$ cat src/rtl/fpaa_prog_pkg.sv
// Shared definitions for the FPAA floating-gate programming sequencer:
// FSM state encoding, default field widths, timing and address limits.
package fpaa_prog_pkg;

    typedef enum logic [2:0] {
        IDLE,
        SETUP,
        PULSE,
        GAP,
        RELEASE
    } prog_state_t;

    localparam int ROW_BITS_DEF  = 6;
    localparam int COL_BITS_DEF  = 6;
    localparam int ISL_BITS_DEF  = 1;
    localparam int PW_BITS_DEF   = 16;
    localparam int CNT_BITS_DEF  = 8;
    localparam int SETUP_CYC_DEF = 16;
    localparam int GAP_CYC_DEF   = 8;
    localparam int MAX_ROW_DEF   = 12;
    localparam int MAX_COL_DEF   = 26;

    function automatic int max3(input int a, input int b, input int c);
        int m;
        m = (a > b) ? a : b;
        return (m > c) ? m : c;
    endfunction

endpackage

$ cat src/rtl/fg_prog_timer.sv
// Loadable down-counter with a zero flag; it holds at zero until it is reloaded.
module fg_prog_timer #(
    parameter int WIDTH = 16
) (
    input  logic             clk,
    input  logic             reset,
    input  logic             load,
    input  logic [WIDTH-1:0] load_val,
    output logic             zero
);

    localparam logic [WIDTH-1:0] ONE = WIDTH'(1);

    logic [WIDTH-1:0] count;

    always_ff @(posedge clk or posedge reset) begin
        if (reset) begin
            count <= '0;
        end else if (load) begin
            count <= load_val;
        end else if (count != '0) begin
            count <= count - ONE;
        end
    end

    assign zero = (count == '0);

endmodule

$ cat src/rtl/fg_prog_sequencer.sv
// Floating-gate programming sequencer: selects a cell through the decoder chains,
// then issues a train of injection pulses separated by drain-held gaps.
module fg_prog_sequencer
    import fpaa_prog_pkg::*;
#(
    parameter int ROW_BITS  = ROW_BITS_DEF,
    parameter int COL_BITS  = COL_BITS_DEF,
    parameter int ISL_BITS  = ISL_BITS_DEF,
    parameter int PW_BITS   = PW_BITS_DEF,
    parameter int CNT_BITS  = CNT_BITS_DEF,
    parameter int SETUP_CYC = SETUP_CYC_DEF,
    parameter int GAP_CYC   = GAP_CYC_DEF,
    parameter int MAX_ROW   = MAX_ROW_DEF,
    parameter int MAX_COL   = MAX_COL_DEF
) (
    input  logic                clk,
    input  logic                reset,
    input  logic                cmd_valid,
    output logic                cmd_ready,
    input  logic [ISL_BITS-1:0] cmd_island,
    input  logic [ROW_BITS-1:0] cmd_row,
    input  logic [COL_BITS-1:0] cmd_col,
    input  logic [PW_BITS-1:0]  cmd_pw,
    input  logic [CNT_BITS-1:0] cmd_cnt,
    input  logic                abort,
    output logic [ISL_BITS-1:0] isl_sel,
    output logic [ROW_BITS-1:0] row_addr,
    output logic [COL_BITS-1:0] col_addr,
    output logic                dec_en,
    output logic                drain_sel,
    output logic                vinj_pulse,
    output logic                busy,
    output logic                done,
    output logic                err
);

    localparam int TMR_BITS = max3(PW_BITS, $clog2(SETUP_CYC + 1), $clog2(GAP_CYC + 1));
    localparam logic [TMR_BITS-1:0] SETUP_M1  = TMR_BITS'(SETUP_CYC - 1);
    localparam logic [TMR_BITS-1:0] GAP_M1    = TMR_BITS'(GAP_CYC - 1);
    localparam logic [PW_BITS-1:0]  PW_ONE    = PW_BITS'(1);
    localparam logic [CNT_BITS-1:0] CNT_ONE   = CNT_BITS'(1);
    localparam logic [ROW_BITS:0]   ROW_LIMIT = (ROW_BITS + 1)'(MAX_ROW);
    localparam logic [COL_BITS:0]   COL_LIMIT = (COL_BITS + 1)'(MAX_COL);

    prog_state_t         state;
    logic [PW_BITS-1:0]  pw_q;
    logic [CNT_BITS-1:0] rem_q;
    logic [PW_BITS-1:0]  plen_m1;
    logic                cmd_legal;
    logic                tmr_load;
    logic [TMR_BITS-1:0] tmr_val;
    logic                tmr_zero;

    // The extra top bit keeps the limit compare correct when a limit equals 2^width.
    assign cmd_legal = ({1'b0, cmd_row} < ROW_LIMIT) && ({1'b0, cmd_col} < COL_LIMIT);
    assign plen_m1   = (pw_q == '0) ? '0 : pw_q - PW_ONE;

    // The timer is reloaded on the last cycle of each timed phase so that it holds
    // length-1 on the first cycle of the following phase.
    always_comb begin
        tmr_load = 1'b0;
        tmr_val  = '0;
        case (state)
            IDLE, RELEASE: begin
                tmr_load = 1'b1;
                tmr_val  = SETUP_M1;
            end
            SETUP, GAP: begin
                tmr_load = tmr_zero;
                tmr_val  = TMR_BITS'(plen_m1);
            end
            PULSE: begin
                tmr_load = tmr_zero;
                tmr_val  = GAP_M1;
            end
            default: begin
                tmr_load = 1'b1;
                tmr_val  = SETUP_M1;
            end
        endcase
    end

    fg_prog_timer #(
        .WIDTH(TMR_BITS)
    ) u_timer (
        .clk     (clk),
        .reset   (reset),
        .load    (tmr_load),
        .load_val(tmr_val),
        .zero    (tmr_zero)
    );

    // Outputs are set on the edge entering each state, so every entry into RELEASE
    // drops the pulse, drain and decoder enable together.
    always_ff @(posedge clk or posedge reset) begin
        if (reset) begin
            state      <= IDLE;
            pw_q       <= '0;
            rem_q      <= '0;
            cmd_ready  <= 1'b1;
            isl_sel    <= '0;
            row_addr   <= '0;
            col_addr   <= '0;
            dec_en     <= 1'b0;
            drain_sel  <= 1'b0;
            vinj_pulse <= 1'b0;
            busy       <= 1'b0;
            done       <= 1'b0;
            err        <= 1'b0;
        end else begin
            done <= 1'b0;
            err  <= 1'b0;
            case (state)
                IDLE: begin
                    if (cmd_valid) begin
                        if (cmd_legal) begin
                            pw_q      <= cmd_pw;
                            rem_q     <= cmd_cnt;
                            isl_sel   <= cmd_island;
                            row_addr  <= cmd_row;
                            col_addr  <= cmd_col;
                            dec_en    <= 1'b1;
                            drain_sel <= 1'b1;
                            busy      <= 1'b1;
                            cmd_ready <= 1'b0;
                            state     <= SETUP;
                        end else begin
                            err <= 1'b1;
                        end
                    end
                end
                SETUP: begin
                    if (abort || (tmr_zero && rem_q == '0)) begin
                        dec_en     <= 1'b0;
                        drain_sel  <= 1'b0;
                        vinj_pulse <= 1'b0;
                        state      <= RELEASE;
                    end else if (tmr_zero) begin
                        vinj_pulse <= 1'b1;
                        state      <= PULSE;
                    end
                end
                PULSE: begin
                    if (abort) begin
                        dec_en     <= 1'b0;
                        drain_sel  <= 1'b0;
                        vinj_pulse <= 1'b0;
                        state      <= RELEASE;
                    end else if (tmr_zero) begin
                        rem_q      <= rem_q - CNT_ONE;
                        vinj_pulse <= 1'b0;
                        if (rem_q != CNT_ONE) begin
                            state <= GAP;
                        end else begin
                            dec_en    <= 1'b0;
                            drain_sel <= 1'b0;
                            state     <= RELEASE;
                        end
                    end
                end
                GAP: begin
                    if (abort) begin
                        dec_en     <= 1'b0;
                        drain_sel  <= 1'b0;
                        vinj_pulse <= 1'b0;
                        state      <= RELEASE;
                    end else if (tmr_zero) begin
                        vinj_pulse <= 1'b1;
                        state      <= PULSE;
                    end
                end
                RELEASE: begin
                    done      <= 1'b1;
                    busy      <= 1'b0;
                    cmd_ready <= 1'b1;
                    state     <= IDLE;
                end
                default: begin
                    dec_en     <= 1'b0;
                    drain_sel  <= 1'b0;
                    vinj_pulse <= 1'b0;
                    busy       <= 1'b0;
                    cmd_ready  <= 1'b1;
                    state      <= IDLE;
                end
            endcase
        end
    end

endmodule

$ cat config.mk
export PLATFORM = sky130hd
export DESIGN_NAME = fg_prog_sequencer
export DESIGN_NICKNAME = d
export VERILOG_FILES = /design/src/rtl/fpaa_prog_pkg.sv /design/src/rtl/fg_prog_timer.sv /design/src/rtl/fg_prog_sequencer.sv
export SDC_FILE = /design/constraint.sdc
export NUM_CORES = 1
export LEC_CHECK = 0
export BUFFER_PORTS_ARGS = -buffer_cell sky130_fd_sc_hd__buf_4
export CAP_MARGIN = 10
export CORE_MARGIN = 4
export CORE_UTILIZATION = 40
export DETAILED_ROUTE_END_ITERATION = 12
export HOLD_SLACK_MARGIN = 0.1
export SLEW_MARGIN = 10
export SYNTH_ARGS = -nofsm -noshare
export SYNTH_HDL_FRONTEND = slang
export SYNTH_SLANG_ARGS = --single-unit
$ cat constraint.sdc
create_clock -name clk -period 2.4 [get_ports clk]
set_input_delay 0.36 -clock clk [delete_from_list [all_inputs] [get_ports clk]]
set_output_delay 0.36 -clock clk [all_outputs]
set_load 0.02 [all_outputs]
* Yosys cells after proc, flatten, opt, wreduce, memory -nomap -nowiden *
Cells that the tools add are included.

operators by class
  add/subtract/negate cells = 3
  multipliers = 0
  div/mod/pow operators = 0
  magnitude comparators = 2
  equality and inequality tests = 13
  shift-type cells = 0
  multiplexer cells = 41
  bitwise gates (word level) = 3
  reductions and logical operators = 19

operators by type and width
  cell                                                                     count
  16-bit 2-to-1 mux                                                        3
  16-bit logical NOT                                                       2
  8-bit 2-to-1 mux                                                         4
  16-bit one-hot mux with 2 select lines                                   1
  16-bit by 1-bit subtractor with 16-bit output, second input constant     2
  3-bit 2-to-1 mux                                                         8
  1-bit 2-to-1 mux                                                         19
  8-bit one-hot mux with 2 select lines                                    1
  16-bit nonzero test                                                      1
  2-bit inequality test, second input constant                             6
  3-bit one-hot mux with 4 select lines                                    1
  3-bit AND reduction                                                      3
  8-bit logical NOT                                                        1
  8-bit by 1-bit inequality test with 1-bit output, second input constant  1
  8-bit by 1-bit subtractor with 8-bit output, second input constant       1
  7-bit AND reduction                                                      1
  3-bit by 2-bit == test with 1-bit output, second input constant          2
  6-bit by 4-bit < comparator with 1-bit output, second input constant     1
  6-bit by 5-bit < comparator with 1-bit output, second input constant     1
  3-bit inequality test, second input constant                             2
  1-bit one-hot mux with 5 select lines                                    1
  5-bit AND reduction                                                      1
  1-bit one-hot mux with 2 select lines                                    2
  1-bit one-hot mux with 4 select lines                                    1
  other kinds (10)                                                         15

word-level totals
  register bits = 62
  latch bits = 0
  bits in writable memories = 0
  bits in read-only memories = 0
  output and inout port bits = 20
  memories kept = 0

* Depth between registers and ports, before layout *
Gate-level depths: netlist (run 1).

  depth in word-level cells = 5
  mapped depth = 8
  gate-level depth less buffers = 7

* By module *
From an unflattened synthesis (run 1), not the netlist that was laid out.

second synthesis, totals
  cell total of the unflattened synthesis = 344
  area, all modules = 3497.1 µm²

by module, submodules not included
  module             instances  cells an instance  area an instance (µm²)  sequential area each (µm²)
  fg_prog_sequencer  1          236                2488.6                  1152.4
  fg_prog_timer      1          108                1008.5                  400.4

* Least setup slack after synthesis (run 1) *
OpenSTA, ideal clock, no wires.

  path kind = reg-to-reg
  start point = register pw_q[0]
  end point = register u_timer.count[10]
  arrival time = 1954 ps
  slack = 312 ps
  cell stages (with the launch flop) = 9
  path buffers = 1
  cell sequence = dfrtp_1 inv_1 ha_1 nor3b_1 nand3b_1 nor4_1 nand2b_1 buf_2 o22ai_1

on the way
  longest elaborated chain between the ends = 4
  elaborated cells between the ends (all ways) = 5
  classes of those cells = add/sub: 1; mux: 3; reduce/logical: 1

RTL lines
  what                                                                                        line                      source
  start: declaration                                                                          fg_prog_sequencer.sv:46   logic [PW_BITS-1:0] pw_q;
  start signal: assignment                                                                    fg_prog_sequencer.sv:117  pw_q <= cmd_pw;
  16-bit by 1-bit subtractor with 16-bit output / 16-bit logical NOT (equally long branches)  fg_prog_sequencer.sv:56   assign plen_m1 = (pw_q == '0) ? '0 : pw_q - PW_ONE;
  16-bit 2-to-1 mux (*)                                                                       fg_prog_sequencer.sv:56
  16-bit one-hot mux with 2 select lines (*)                                                  fg_prog_sequencer.sv:63   case (state)
  16-bit 2-to-1 mux (*)                                                                       fg_prog_timer.sv:19       end else if (load) begin
  end signal: assignment                                                                      fg_prog_timer.sv:20       count <= load_val;
  end signal: assignment                                                                      fg_prog_timer.sv:22       count <= count - ONE;
  end: declaration                                                                            fg_prog_timer.sv:14       logic [WIDTH-1:0] count;

Every way passes the cells marked *; elsewhere a longest branch is shown, timed or not.
A chain may end at the register's enable or synchronous reset.

* Worst setup path after layout (run 1) *
  start point = register u_timer.count[2]
  end point = register drain_sel

on the way
  longest elaborated chain between the ends = 5
  elaborated cells between the ends (all ways) = 6
  classes of those cells = eq/ne: 2; reduce/logical: 4

RTL lines
  what                                      line                      source
  16-bit logical NOT (*)                    fg_prog_timer.sv:26       assign zero = (count == '0);
  1-bit logical AND                         fg_prog_sequencer.sv:133  if (abort || (tmr_zero && rem_q == '0)) begin
  1-bit logical OR                          fg_prog_sequencer.sv:133
  2-bit inequality test (no source line)    --
  7-bit AND reduction (no source line) (*)  --
  end signal: assignment                    fg_prog_sequencer.sv:135  drain_sel <= 1'b0;
  end signal: assignment                    fg_prog_sequencer.sv:146  drain_sel <= 1'b0;
  end signal: assignment                    fg_prog_sequencer.sv:156  drain_sel <= 1'b0;
  end: declaration                          fg_prog_sequencer.sv:30   output logic drain_sel,

Marks and branches as above.

==> results of run 1 <==
[state kept, by name (all words and copies together) (netlist names)]
signal,cells
pw_q,16
u_timer.count,16
rem_q,8
col_addr,6
row_addr,6
state,3
busy,1
cmd_ready,1
done,1
drain_sel,1
err,1
isl_sel,1
vinj_pulse,1
[power groups by stage]
stage	Clock [uW]	Sequential [uW]	Combinational, uW
floorplan	0	1710	736
global placement	0	1680	1210
detailed placement	0	1680	1220
CTS	1090	1670	1230
global route	1130	1720	1330
finish	1050	1670	1210
[kinds of logic (layout without fill, tap and decap cells)]
group / count (synthesis) / count (layout) / synth area share [%]
simple gates: 99 / 99 / 18.0
flops: 62 / 62 / 48.3
compound gates: 60 / 60 / 11.9
xor+xnor: 28 / 28 / 7.64
mux: 26 / 26 / 9.12
buf+inv: 24 / 100 / 3.00
fa+ha+maj: 5 / 5 / 1.95
[final timing paths]
path / cells after the start / end / slack [ns] / start
worst max-delay path: 5 / drain_sel$_DFFE_PP0P_ / 0.19 / u_timer.count[2]$_DFFE_PP0P_
worst min-delay path: 2 / pw_q[3]$_DFFE_PP0P_ / 0.25 / cmd_pw[3]
worst max register to register: 5 / drain_sel$_DFFE_PP0P_ / 0.19 / u_timer.count[2]$_DFFE_PP0P_
worst min register to register: 1 / row_addr[4]$_DFFE_PP0P_ / 0.49 / row_addr[4]$_DFFE_PP0P_
max in group asynchronous: 4 / cmd_ready$_DFFE_PP1P_ / 1.35 / reset
min in group asynchronous: 4 / col_addr[0]$_DFFE_PP0P_ / 0.62 / reset
[metal layers]
layer	GRT usage, %	up-vias	wire, microns	share of wire (%)
met1	20.0	1196	3260	46
met5	0	-	0	0
met3	5.81	6	428	6.0
met4	4.47	0	62	0.87
li1	-	1238	-	-
met2	24.0	63	3350	47
[cells in the mapped netlist, types with 3 or more instances]
| library cell | number |
|---|---|
| mux2_2 | 26 |
| o21a_1 | 5 |
| nand2b_1 | 5 |
| or4_1 | 4 |
| nand2_1 | 13 |
| ha_1 | 5 |
| o22ai_1 | 13 |
| nor4_1 | 8 |
| clkbuf_1 | 9 |
| o211ai_1 | 3 |
| inv_1 | 11 |
| nor3b_1 | 4 |
| nor3_1 | 11 |
| xnor2_1 | 16 |
| o21ai_0 | 14 |
| nand3_1 | 6 |
| dfrtp_1 | 61 |
| and2_1 | 5 |
| nor2_1 | 21 |
| xor2_1 | 12 |
| or3_1 | 5 |
| a21oi_1 | 15 |
[cell usage in the layout (no fill, tap or decap), drive strengths merged, types with 6 or more instances in the layout]
cell and n:
buf 72, dfrtp 61, mux2 26, nor2 21, xnor2 16, a21oi 15
o21ai 14, nand2 13, o22ai 13, xor2 12, inv 12, nor3 11
clkbuf 10, nor4 9, nand3 6
[worst register-to-register path: stages (launching register included)]
cell and delay [ns]:
dfrtp_1 0.44, nor4_4 0.40, nand4b_4 0.22, or2_0 0.40, a221o_1 0.44, a211oi_2 0.23
[per-stage QoR]
step | worst slack [ns] | hold slack [ns] | cells | utilization [%]
after detailed placement | 0.212 | 0.452 | 465 | 49.2
after global routing | 0.0324 | 0.218 | 482 | 52.4
after CTS | 0.197 | 0.223 | 482 | 52.4
after floorplan | 0.312 | 0.460 | 304 | -
final | 0.185 | 0.248 | 482 | 52.4
after global placement | 0.273 | 0.446 | 465 | 49.2
[area by class of cell]
cell class	instances	area share, %
Tap cell	102	3.14
Timing Repair Buffer	73	13.5
Clock inverter	6	2.31
Inverter	11	1.02
Clock buffer	10	3.38
Multi-Input combinational cell	218	38.4
Sequential cell	62	38.2
[timing repair]
action | 4_1_cts | 5_1_grt
resized for setup | 0 | 0
hold buffers | 1 | 0
endpoints found under the hold margin | 25 | 0
==> results.sh, run 1 <==
export IMPL_outcome="finished, final reports clean"
export IMPL_drt_iter0_drc=99
export IMPL_die_y_microns=97.6
export IMPL_p_sw_uw=1350
export IMPL_gp_congestion=0.792
export IMPL_drc_errors=0
export IMPL_fin_skew_ns=0.00877
export IMPL_netlist_instances=304
export IMPL_dpl_hpwl_microns=5250
export IMPL_synth_top_cell_by_area="dfrtp_1"
export IMPL_critPathRequiredTime_ns=2.65
export IMPL_setup_worst_path_end_class="flop"
export IMPL_clk_pin_slew_ns=0.08
export IMPL_seqPwrFrac_pct=42.5
export IMPL_via_per_inst=5.19
export IMPL_fin_crit_ns=2.21
export IMPL_antenna_found_initial=0
export IMPL_syn_to_final_growth_pct=26.6
export IMPL_ys_ff_latch=62
export IMPL_post_cts_buffers=0
export IMPL_ant_nets=0
export IMPL_drv_slew=0
export IMPL_crit_type="flop to flop"
export IMPL_clock_fmax_mhz=452
export IMPL_tns_ns=0
export IMPL_finalHoldViolCount=0
export IMPL_yosysSeqAreaShare_pct=48.3
export IMPL_switching_share_pct=34.3
export IMPL_syn_area_per_cell_sq_um=10.6
export IMPL_path_max_fanout=10
export IMPL_period_share_pct=92.3
export IMPL_start_util_pct=41.3
export IMPL_firstDrtPassIters=4
export IMPL_peakVddDrop_mv=0.588
export IMPL_num_antenna_cells=0
export IMPL_cts_root_buf="clkbuf_8"
export IMPL_rows=32
export IMPL_clk_latency_ns=0.34
export IMPL_fillers=737
export IMPL_drive_above_1_share_pct=32.4
export IMPL_synth_ff_type="dfrtp_1"
export IMPL_grt_pass1_wl_microns=12000
export IMPL_routed_wl_microns=7100
export IMPL_fin_area_sq_um=4070
export IMPL_gr_usage_all_layers_pct=15.4
export IMPL_cp_slowest_cell="dfrtp_1"
export IMPL_startpoint_type="flop"
export IMPL_synth_top_area_share_pct=47.5
export IMPL_syn_cell_area_sq_um=3210
export IMPL_rsz0062_at_grt="false"
export IMPL_dpl_cell_area_sq_um=3820
export IMPL_seqCellArea_sq_um=1550
export IMPL_crit_arrival_ns=2.47
export IMPL_coreArea_sq_um=7770
export IMPL_critPathBufInv=0
export IMPL_drv_cap=0
export IMPL_vias=2503
export IMPL_power_internal_uw=2580
export IMPL_fp_dieW_microns=97.6
export IMPL_final_nets=421
export IMPL_cts_buffers=9
export IMPL_leakage_uw=0.00177
export IMPL_clock_sinks=62
export IMPL_path_cells="nor4_4 > nand4b_4 > or2_0 > a221o_1 > a211oi_2"
export IMPL_yosys_warnings=0
export IMPL_port_buffers=60
export IMPL_grt_pass1_vias=2557
export IMPL_cellPowerDensity_nw_per_um2=966
export IMPL_grt_ovfl_total=0
export IMPL_p_clk_share_pct=26.7
export IMPL_synthArstFlopShare_pct=100
export IMPL_synth_cell_type_count=50
export IMPL_synth_nets=350
export IMPL_die_area_sq_um=9530
export IMPL_grt_max_degree=38
export IMPL_power_total_uw=3930
export IMPL_worstMarginPinSlew_ns=0.510
export IMPL_synth_enable_flop_cells=0
export IMPL_multi_input_area_sq_um=1560
export IMPL_p_comb_share_pct=30.8
export IMPL_synth_area_top_cells="dfrtp_1 (48%), mux2_2 (9.1%), xnor2_1 (4.4%)"
export IMPL_hold_path_class="input pin to flop"
export IMPL_avgRoutedWirePerCell_microns=14.7
export IMPL_finalSetupViolCount=0
export IMPL_htreeDepth=3
export IMPL_cts_tree="yes"
export IMPL_max_slew_margin_pct=65.6
export IMPL_ios=61
export IMPL_max_stage_delay_ns=0.44
export IMPL_cp_top_family="simple AND/OR/NAND/NOR gates"
export IMPL_cts_buffer_depth=2
(Power assumes the default switching activity.)
==> run 2, diff against run 1 <==
--- a/config.mk
+++ b/config.mk
@@ -7,10 +7,13 @@
 export LEC_CHECK = 0
 export BUFFER_PORTS_ARGS = -buffer_cell sky130_fd_sc_hd__buf_4
 export CAP_MARGIN = 10
+export CELL_PAD_IN_SITES_DETAIL_PLACEMENT = 0
+export CELL_PAD_IN_SITES_GLOBAL_PLACEMENT = 2
 export CORE_MARGIN = 4
-export CORE_UTILIZATION = 40
+export CORE_UTILIZATION = 35
 export DETAILED_ROUTE_END_ITERATION = 12
 export HOLD_SLACK_MARGIN = 0.1
+export PLACE_DENSITY_LB_ADDON = 0.1
 export SLEW_MARGIN = 10
 export SYNTH_ARGS = -nofsm -noshare
 export SYNTH_HDL_FRONTEND = slang
==> constraint.sdc (replaced) <==
create_clock -name clk -period 2.1 [get_ports clk]
set_input_delay 0.315 -clock clk [delete_from_list [all_inputs] [get_ports clk]]
set_output_delay 0.315 -clock clk [all_outputs]
set_load 0.02 [all_outputs]
==> run 2 against run 1 <==
Net effect:
- combinational power is 42% higher
- via count is 5.2% higher
- sequential cell count stayed put
- final cell count is 8.3% higher
- register-to-register slack worse by 0.12 ns
- setup slack worse by 0.12 ns
- die area is 13% higher
- clock power hardly changed
- critical endpoint is now u_timer.count[9]$_DFFE_PP0P_
- largest power group unchanged
==> results.sh, run 2 (same netlist as run 1, synthesis figures left out) <==
export IMPL_r2r_slack_ns=0.07
export IMPL_reg_top3="pw_q: 16 flops, u_timer.count: 16 flops, rem_q: 8 flops"
export IMPL_wl_met1_microns=3900
export IMPL_drt_iter0_drc=119
export IMPL_die_y_microns=104
export IMPL_finalSetupViolCount=0
export IMPL_worst_hold_slack_ns=0.204
export IMPL_cellPowerDensity_nw_per_um2=1060
export IMPL_drv_cap=0
export IMPL_clk_latency_ns=0.34
export IMPL_finalHoldViolCount=0
export IMPL_final_common_cell="buf_4"
export IMPL_peakVddDrop_mv=0.574
export IMPL_dp_slack_ns=-0.0819
export IMPL_period_share_pct=96.7
export IMPL_min_to="pw_q[12]$_DFFE_PP0P_"
export IMPL_grt_pass1_wl_microns=13500
export IMPL_dpl_hpwl_microns=6050
export IMPL_start_util_pct=36.5
export IMPL_die_area_sq_um=10800
export IMPL_grt_pass1_vias=2693
export IMPL_ios=61
export IMPL_num_antenna_cells=0
export IMPL_crit_type="flop to flop"
export IMPL_outcome="finished, final reports clean"
export IMPL_clock_fmax_mhz=493
export IMPL_crit_arrival_ns=2.26
export IMPL_max_slew_margin_pct=64.4
export IMPL_final_nets=455
export IMPL_gp_congestion=0.791
export IMPL_clk_pin_slew_ns=0.08
export IMPL_dpl_cell_area_sq_um=4090
export IMPL_drc_errors=0
export IMPL_rows=34
export IMPL_grt_max_degree=63
export IMPL_vias=2634
export IMPL_routed_wl_microns=8010
export IMPL_fin_crit_ns=2.03
export IMPL_antenna_found_initial=0
export IMPL_via_per_inst=5.05
export IMPL_cts_root_buf="clkbuf_8"
export IMPL_fp_dieW_microns=104
export IMPL_wl_met3_microns=489
export IMPL_drv_slew=0
export IMPL_timing_rr_end="u_timer.count[9]$_DFFE_PP0P_"
export IMPL_avgRoutedWirePerCell_microns=15.4
export IMPL_grt_ovfl_total=0
export IMPL_cts_buffer_depth=2
export IMPL_rsz0062_at_grt="true"
export IMPL_top_layer_used="met4"
export IMPL_ff2ff_path_depth=5
export IMPL_gr_usage_all_layers_pct=15.6
export IMPL_critPathRequiredTime_ns=2.33
export IMPL_cts_tree="yes"
export IMPL_ant_nets=0
export IMPL_r2r_start="pw_q[0]$_DFFE_PP0P_"
export IMPL_worstHoldPathCells=2
export IMPL_drive_above_1_share_pct=38.9
export IMPL_port_buffers=60
export IMPL_hold_path_class="input pin to flop"
export IMPL_mostFrequentLayoutCells="buf_4 (104), dfrtp_1 (61), mux2_2 (26)"
export IMPL_clock_sinks=62
export IMPL_worstMarginPinSlew_ns=0.532
export IMPL_coreArea_sq_um=8810
export IMPL_firstDrtPassIters=4
export IMPL_fin_area_sq_um=4350
export IMPL_startpoint_type="flop"
export IMPL_wl_met2_microns=3520
export IMPL_worstHoldStart="cmd_pw[12]"
export IMPL_leakage_uw=0.00194
export IMPL_fillers=839
export IMPL_tns_ns=0
export IMPL_setup_worst_path_end_class="flop"
export IMPL_layout_setup_ws_ns=0.0703
export IMPL_htreeDepth=3
export IMPL_fin_skew_ns=0.00823
export IMPL_syn_to_final_growth_pct=35.5
export IMPL_path_max_fanout=3
export IMPL_cts_buffers=9
[run 2: changes by cell type in the layout (fill, tap and decap cells not counted), sizes merged]
cell and delta:
clkbuf -1, buf +34, clkinvlp +2, clkinv +1
inv -1, bufinv -1
[run 2: per-stage QoR]
stage	utilization, %	total power (uW)	cells
2_1_floorplan	-	2800	304
3_3_place_gp	46.4	3550	502
3_5_place_dp	46.4	3560	502
4_1_cts	48.9	4640	519
5_1_grt	49.4	4920	522
6_report	49.4	4600	522
[run 2: how the worst max path moves through the flow]
stage | from | endpoint | slack (ns) | cells past startpoint
final | pw_q[0]$_DFFE_PP0P_ | u_timer.count[9]$_DFFE_PP0P_ | 0.07 | 5
after floorplan | pw_q[0]$_DFFE_PP0P_ | u_timer.count[10]$_DFFE_PP0P_ | 0.01 | 8
after global placement | u_timer.count[10]$_DFFE_PP0P_ | rem_q[0]$_DFFE_PP0P_ | -0.01 | 7
after detailed placement | u_timer.count[10]$_DFFE_PP0P_ | rem_q[7]$_DFFE_PP0P_ | -0.08 | 7
after CTS | pw_q[0]$_DFFE_PP0P_ | u_timer.count[9]$_DFFE_PP0P_ | 0.02 | 5
after global routing | u_timer.count[2]$_DFFE_PP0P_ | rem_q[1]$_DFFE_PP0P_ | -0.02 | 5
[run 2: area by class of cell]
cell class	count	area (sq um)	share of cell area (%)
clock buffers	9	124	2.85
repair buffers	107	831	19.1
inverters	11	41.3	0.949
clock inverters	7	75.1	1.73
multi-input cells	218	1590	36.6
well taps	108	135	3.11
flip-flops and latches	62	1550	35.7
[run 2: where the power goes]
part / internal, uW / switching, uW / total [uW]
registers: 1550 / 279 / 1820
clock network: 549 / 505 / 1050
logic: 889 / 827 / 1720
[run 2: metal layers]
metal,vias up,track usage [%]
met4,0,6.55
met3,9,4.42
met5,-,0
met1,1249,21.9
li1,1304,-
met2,72,22.4
[run 2: critical path, cell delays in order (launching register included)]
cell	delay, ns
dfrtp_1	0.40
or4_4	0.54
or4_4	0.44
or3_1	0.33
xor2_1	0.13
o22ai_1	0.09
[run 2: what timing repair did]
action / CTS / global route
hold endpoints to repair: 61 / 0
endpoints found under the setup margin: 4 / 40
pin swaps: 0 / 2
cloned: 0 / 0
resized for setup: 1 / 5
setup buffers: 0 / 3
hold buffers: 1 / 0
